**config.mk**
```make
export PLATFORM = sky130hd
export DESIGN_NAME = oam_scan
export DESIGN_NICKNAME = d
export VERILOG_FILES = /design/src/rtl/oam_scan_pkg.sv /design/src/rtl/oam_scan_slots.sv /design/src/rtl/oam_scan.sv
export SDC_FILE = /design/constraint.sdc
export NUM_CORES = 1
export LEC_CHECK = 0
export CAP_MARGIN = 20
export CORE_ASPECT_RATIO = 1.75
export CORE_MARGIN = 5
export CORE_UTILIZATION = 45
export DETAILED_ROUTE_END_ITERATION = 16
export HOLD_SLACK_MARGIN = 0.06
export PLACE_DENSITY = 0.6
export SYNTH_ARGS = -nofsm -noshare
export SYNTH_HDL_FRONTEND = slang
export SYNTH_SLANG_ARGS = --single-unit
```
**constraint.sdc**
```tcl
create_clock -name clk -period 6.6 [get_ports clk]
set_input_delay 1.98 -clock clk [delete_from_list [all_inputs] [get_ports clk]]
set_output_delay 1.98 -clock clk [all_outputs]
set_load 0.01 [all_outputs]
```
**src/rtl/oam_scan_pkg.sv**
```systemverilog
// oam_scan_pkg: shared constants, state encoding, result slot layout and hit test for the OAM object search
package oam_scan_pkg;
  localparam int OAM_ENTRIES  = 40;
  localparam int MAX_PER_LINE = 10;
  localparam int OBJ_Y_OFFSET = 16;
  localparam int OBJ_H_SMALL  = 8;
  localparam int OBJ_H_LARGE  = 16;

  typedef enum logic [2:0] {
    S_IDLE,
    S_FETCH_Y,
    S_FETCH_X,
    S_LAST,
    S_DONE
  } state_e;

  typedef struct packed {
    logic [7:0] x;
    logic [5:0] num;
    logic [3:0] row;
  } slot_t;

  // Returns {hit, row}; 9-bit math so Y above ly+16 cannot wrap into a hit
  function automatic logic [4:0] obj_eval(input logic [7:0] ly, input logic [7:0] y, input logic big);
    logic [8:0] t;
    t = {1'b0, ly} + 9'(OBJ_Y_OFFSET) - {1'b0, y};
    return {({1'b0, y} <= {1'b0, ly} + 9'(OBJ_Y_OFFSET)) && (t < 9'(big ? OBJ_H_LARGE : OBJ_H_SMALL)), t[3:0]};
  endfunction
endpackage

```
**src/rtl/oam_scan_slots.sv**
```systemverilog
// oam_scan_slots: append-only result register file that saturates at MAX_PER_LINE entries
module oam_scan_slots
  import oam_scan_pkg::*;
(
  input  logic       clk,
  input  logic       rst,
  input  logic       i_clear,
  input  logic       i_we,
  input  slot_t      i_slot,
  input  logic [3:0] i_rd_idx,
  output logic [3:0] o_count,
  output slot_t      o_rd
);
  slot_t      r_slots [MAX_PER_LINE];
  logic [3:0] r_count;

  // Clear only rewinds the count; appends past the limit are dropped
  always_ff @(posedge clk) begin
    if (!rst) begin
      r_count <= '0;
      for (int i = 0; i < MAX_PER_LINE; i++) r_slots[i] <= '0;
    end else if (i_clear) begin
      r_count <= '0;
    end else if (i_we && r_count < 4'(MAX_PER_LINE)) begin
      r_slots[r_count] <= i_slot;
      r_count          <= r_count + 4'd1;
    end
  end

  assign o_count = r_count;
  assign o_rd    = (i_rd_idx < 4'(MAX_PER_LINE)) ? r_slots[i_rd_idx] : '0;
endmodule

```
**src/rtl/oam_scan.sv**
```systemverilog
// oam_scan: mode-2 OAM search that keeps the first MAX_PER_LINE objects covering the current line
module oam_scan
  import oam_scan_pkg::*;
(
  input  logic       clk,
  input  logic       rst,
  input  logic       scan_start,
  input  logic [7:0] ly,
  input  logic       obj_size,
  input  logic       dma_occupy_oambus,
  output logic [7:0] oam_a,
  output logic       oam_rd,
  input  logic [7:0] oam_din,
  output logic       scan_busy,
  output logic       scan_done,
  output logic [3:0] obj_count,
  input  logic [3:0] rd_idx,
  output logic [7:0] rd_x,
  output logic [5:0] rd_num,
  output logic [3:0] rd_row
);
  state_e     r_state;
  logic [5:0] r_idx;
  logic [7:0] r_y;
  logic [7:0] r_ly;
  logic       r_size;
  logic [7:0] r_oam_a;
  logic       r_oam_rd;
  logic       r_busy;
  logic       r_done;

  logic [7:0] w_byte;
  logic [4:0] w_eval;
  logic       w_we;
  slot_t      w_slot;
  slot_t      w_rd;

  assign w_byte = dma_occupy_oambus ? 8'hFF : oam_din;
  assign w_eval = obj_eval(r_ly, r_y, r_size);
  assign w_we   = w_eval[4] && ((r_state == S_FETCH_Y && r_idx != 6'd0) || r_state == S_LAST);
  assign w_slot = '{x: w_byte, num: (r_state == S_LAST) ? r_idx : r_idx - 6'd1, row: w_eval[3:0]};

  // Scan sequencer: Y and X reads alternate, and each X byte returns while the next Y address goes out
  always_ff @(posedge clk) begin
    if (!rst) begin
      r_state  <= S_IDLE;
      r_idx    <= '0;
      r_y      <= '0;
      r_ly     <= '0;
      r_size   <= 1'b0;
      r_oam_a  <= '0;
      r_oam_rd <= 1'b0;
      r_busy   <= 1'b0;
      r_done   <= 1'b0;
    end else if (scan_start) begin
      r_state  <= S_FETCH_Y;
      r_idx    <= '0;
      r_ly     <= ly;
      r_size   <= obj_size;
      r_oam_a  <= 8'h00;
      r_oam_rd <= 1'b1;
      r_busy   <= 1'b1;
      r_done   <= 1'b0;
    end else begin
      case (r_state)
        S_FETCH_Y: begin
          r_state <= S_FETCH_X;
          r_oam_a <= {r_idx, 2'b01};
        end
        S_FETCH_X: begin
          r_y <= w_byte;
          if (r_idx == 6'(OAM_ENTRIES - 1)) begin
            r_state  <= S_LAST;
            r_oam_rd <= 1'b0;
          end else begin
            r_idx   <= r_idx + 6'd1;
            r_state <= S_FETCH_Y;
            r_oam_a <= {r_idx + 6'd1, 2'b00};
          end
        end
        S_LAST: begin
          r_state <= S_DONE;
          r_busy  <= 1'b0;
          r_done  <= 1'b1;
        end
        S_DONE: begin
          r_state <= S_IDLE;
          r_done  <= 1'b0;
        end
        default: r_state <= S_IDLE;
      endcase
    end
  end

  oam_scan_slots u_slots (
    .clk      (clk),
    .rst      (rst),
    .i_clear  (scan_start),
    .i_we     (w_we),
    .i_slot   (w_slot),
    .i_rd_idx (rd_idx),
    .o_count  (obj_count),
    .o_rd     (w_rd)
  );

  assign oam_a     = r_oam_a;
  assign oam_rd    = r_oam_rd;
  assign scan_busy = r_busy;
  assign scan_done = r_done;
  assign rd_x      = w_rd.x;
  assign rd_num    = w_rd.num;
  assign rd_row    = w_rd.row;
endmodule

```
==> summary by stage <==
Detailed routing
The via-per-instance ratio is 5.878. For this block, the initial DRC count from the detailed router was 460. The overall routed net length is 25.11 mm. Detailed routing inserted a total of 7130 vias. The remaining antenna violation count after routing is 0. The number of iterations in the first detailed-routing pass is 5. The detailed-route wire length per cell is between 20 and 25 microns. The final routed DRC violation total is 0.

GRT
The largest net degree at the start of global routing is 72. The via count of the first global-routing pass is roughly 7200. The initial antenna violation count is 0.

The aggregate global-route resource usage is 18.30%. The global-route wire length before repair is approximately 40 mm. The remaining global-route overflow is 0.

CTS
Clock-pin slew was measured on the worst setup and hold paths at 60 ps. TritonCTS built the clock tree. Buffers inserted to repair hold after CTS numbered 0.

TritonCTS created 21 clock buffers. The deepest clock path buffer count is 3. The count of buffers added by post-CTS timing repair for setup is 0. The total of cells resized after clock tree synthesis is 0.

For the worst-skew pair, the clock arrives at the later sink with an insertion delay of 510 ps. The CTS root buffer is sky130_fd_sc_hd__clkbuf_16. The number of levels the H-tree was split into is 1. Clock tree synthesis found a total of 220 sinks.

Run status
The run finished with clean final reports.

Layout
The cell area after layout is 0.01225 sq mm. Compared with the post-synthesis result, the final layout area differs by 14.28%. At the end of the flow, the number of nets in the layout was 935. The share of layout cells above drive strength 1 is 15.29%. The count of fill cells added during filler insertion is 2035. 0 antenna diodes ended up in the layout. The number of cells in the finished layout apart from fillers is 1213.

STA
The setup-violating endpoint count in the final report is 0. For the final database, setup skew stands at 13.62 ps. Measured against its own limit, the worst slew margin works out to 27.03%. The hold violation total from the final report was 0.

After routing, the total negative slack on setup checks comes to 0 ps. Setup repair after global routing left no endpoint under its margin. The maximum clock frequency is between 0.15 and 0.2 GHz. The slew at the pin with the worst max-slew slack is 1095 ps.

In the post-route analysis, the smallest setup slack over all paths is about 580 ps. The final critical delay including setup and external delays is 6019 ps. The number of slew-limit violations in the final report was 0. The worst path uses 91.20% of the clock period.

Min path
The tightest min-delay check is of the flip-flop to flip-flop type. The worst-case hold path end point is oam_a[7]$_SDFFE_PP0P_. The worst hold path passes through 2 cells.

The worst hold path begins at oam_a[7]$_SDFFE_PP0P_.

Run
The max-cap check violation count is 0.

Synthesis
The most used flip-flop cell after synthesis is sky130_fd_sc_hd__edfxtp_1. Sequential cells were found to cover between 50% and 60% of the synthesized design area. In the synthesized netlist, the number of instances is just under 900. The cell with the most instances after synthesis is sky130_fd_sc_hd__edfxtp_1.

The netlist area before placement is 0.01072 sq mm. Of all flip-flops after synthesis, the portion carrying an async set or reset was 0%. The mean instance size in the synthesized netlist is 12.27 sq um. The number of nets in the synthesized netlist is ~910. For this run, the number of Yosys warnings is 0. sky130_fd_sc_hd__edfxtp_1 takes more of the synthesized area than any other cell.

The synthesized design contains 180 enable-type register cells. Yosys attributes the largest share of cell area to sky130_fd_sc_hd__edfxtp_1 50%, sky130_fd_sc_hd__mux4_2 7.6%, sky130_fd_sc_hd__dfxtp_1 7.5%, sky130_fd_sc_hd__nor4_1 5.0%, sky130_fd_sc_hd__nor3_1 4.5%. Of the post-synthesis cell area, the dominant cell type holds between 50% and 60%. The number of distinct library cells after synthesis is 53.

The commonest cells after synthesis are 180 x sky130_fd_sc_hd__edfxtp_1, 97 x sky130_fd_sc_hd__nor3_1, 86 x sky130_fd_sc_hd__nor4_1. The total of flip-flops plus latches after synthesis is between 200 and 250.

Floorplanning
The height of the die is 214.2 microns. The number of core rows is 74. The area of the die is 0.02714 sq mm. From left edge to right edge, the die measures 126.7 microns. Pin placement for this block handled 58 I/O pins.

The area inside the core boundary is 0.02343 sq mm. The initial cell density of the core is 45.78%.

Pwr
For this design the ratio of total power to cell area is 248.2 mW/mm^2. Summed over all cells, the static leakage comes to roughly 4 nW. The largest voltage drop on the vdd net is between 0.2 and 0.25 mV.

Placement
Summed over all nets, the half-perimeter wirelength after detailed placement is 18.00 mm. The last weighted congestion value of the routability-driven placer is 0.7807. The number of placed instances, taps included, is 1175. The area of placed instances is 0.01158 sq mm. The number of port buffers is 56. The worst setup timing slack at the placement stage is 554.9 ps.

Worst setup path
The largest individual stage delay along the critical path comes from the cell sky130_fd_sc_hd__clkdlybuf4s50_1. For the worst setup path, the data required time is 4620 ps. The count of cells along the worst register-to-register path is 15. Along the worst path, the maximum fanout reaches 19. STA classifies the critical path endpoint as an output pin. The worst register-to-register path begins at r_y[0]$_SDFFE_PN0P_. Setup slack on the worst reg-to-reg path comes out at 1710 ps. The capture instance of the worst register-to-register path is u_slots.r_slots[8][15]$_SDFFCE_PN0P_.

Traced cell by cell, the critical path runs through clkdlybuf4s50_1 -> buf_4 -> mux4_2 -> a22oi_1 -> o21ai_0 -> clkdlybuf4s50_1. Data arrives at the worst endpoint at 4040 ps. The setup path with the least slack is of type input pin to output pin. The dominant cell type by count on the critical path is sky130_fd_sc_hd__clkdlybuf4s50_1. The largest incremental delay on the critical path is about 530 ps. The nature of the critical path startpoint is an input pin.
## how the worst max path moves through the flow
stage | startpoint | endpoint
final | rd_idx[3] | rd_x[2]
after global routing | rd_idx[1] | rd_num[0]
after global placement | rd_idx[1] | rd_x[6]
after floorplan | rd_idx[0] | rd_num[3]
after CTS | rd_idx[3] | rd_x[6]
after detailed placement | rd_idx[3] | rd_x[6]
## area by class of cell
class / count / area (sq um) / area share, %
flip-flops and latches: 220 / 6207 / 50.65
multi-input cells: 544 / 4085 / 33.34
repair buffers: 89 / 843.3 / 6.882
clock buffers: 24 / 546.8 / 4.462
well taps: 304 / 380.4 / 3.104
clock inverters: 13 / 120.1 / 0.9802
inverters: 19 / 71.32 / 0.5820
## metrics by stage
stage	total power [W]	utilization, %	hold slack [ps]
after floorplan	0.001766	-	472.2
after global placement	0.001877	49.43	461.6
after detailed placement	0.001881	49.43	460.0
after CTS	0.003066	52.28	473.7
after global routing	0.003143	52.31	497.0
final	0.003041	52.31	466.1
## registers in the layout (all words and copies together), names as in the netlist, 3 cells and up
| name | cells |
|---|---|
| oam_a | 7 |
| r_idx | 6 |
| r_ly | 8 |
| r_state | 3 |
| r_y | 8 |
| u_slots.o_count | 4 |
| u_slots.r_slots | 180 |
## critical path, delay by kind of cell
kind / cells / cell delay [ps]
compound gates: 2 / 430
mux: 1 / 340
buf+inv: 3 / 1280
## routing by layer
| metal | global-route usage, % | vias to the layer above | wire [microns] |
|---|---|---|---|
| met2 | 35.34 | 162 | 14190 |
| met5 | 0 | - | 0 |
| met3 | 1.894 | 23 | 963 |
| li1 | - | 3430 | - |
| met1 | 21.13 | 3515 | 9504 |
| met4 | 4.760 | 0 | 446 |
## layout by cell type (no fill, tap or decap), types with 21 or more instances in the layout
master and count:
sky130_fd_sc_hd__buf_4 31, sky130_fd_sc_hd__clkbuf_16 21, sky130_fd_sc_hd__clkdlybuf4s50_1 55, sky130_fd_sc_hd__dfxtp_1 39, sky130_fd_sc_hd__edfxtp_1 180, sky130_fd_sc_hd__mux4_2 36
sky130_fd_sc_hd__nand2_1 47, sky130_fd_sc_hd__nor2_1 32, sky130_fd_sc_hd__nor2b_1 21, sky130_fd_sc_hd__nor3_1 97, sky130_fd_sc_hd__nor4_1 86, sky130_fd_sc_hd__o21ai_0 45
## power by group
part | switching [W] | total, W | internal [W]
clock network | 0.000518 | 0.00119 | 0.000675
logic | 0.000160 | 0.000286 | 0.000126
registers | 0.0000173 | 0.00156 | 0.00154
## cells by family (layout without fill, tap and decap cells)
logic type               Yosys count  count (layout)  synth area share [%]
adder cells (fa/ha/maj)           15              15                 1.820
multiplexers                      67              67                 10.67
flip-flops                       220             220                 57.88
XOR/XNOR                          16              16                 1.307
AND/OR/NAND/NOR                  326             326                 16.15
other                              1               1               0.03497
AO/OA/AOI/OAI                    119             119                 7.468
buffers and inverters            110             145                 4.679
(Power assumes the default switching activity.)
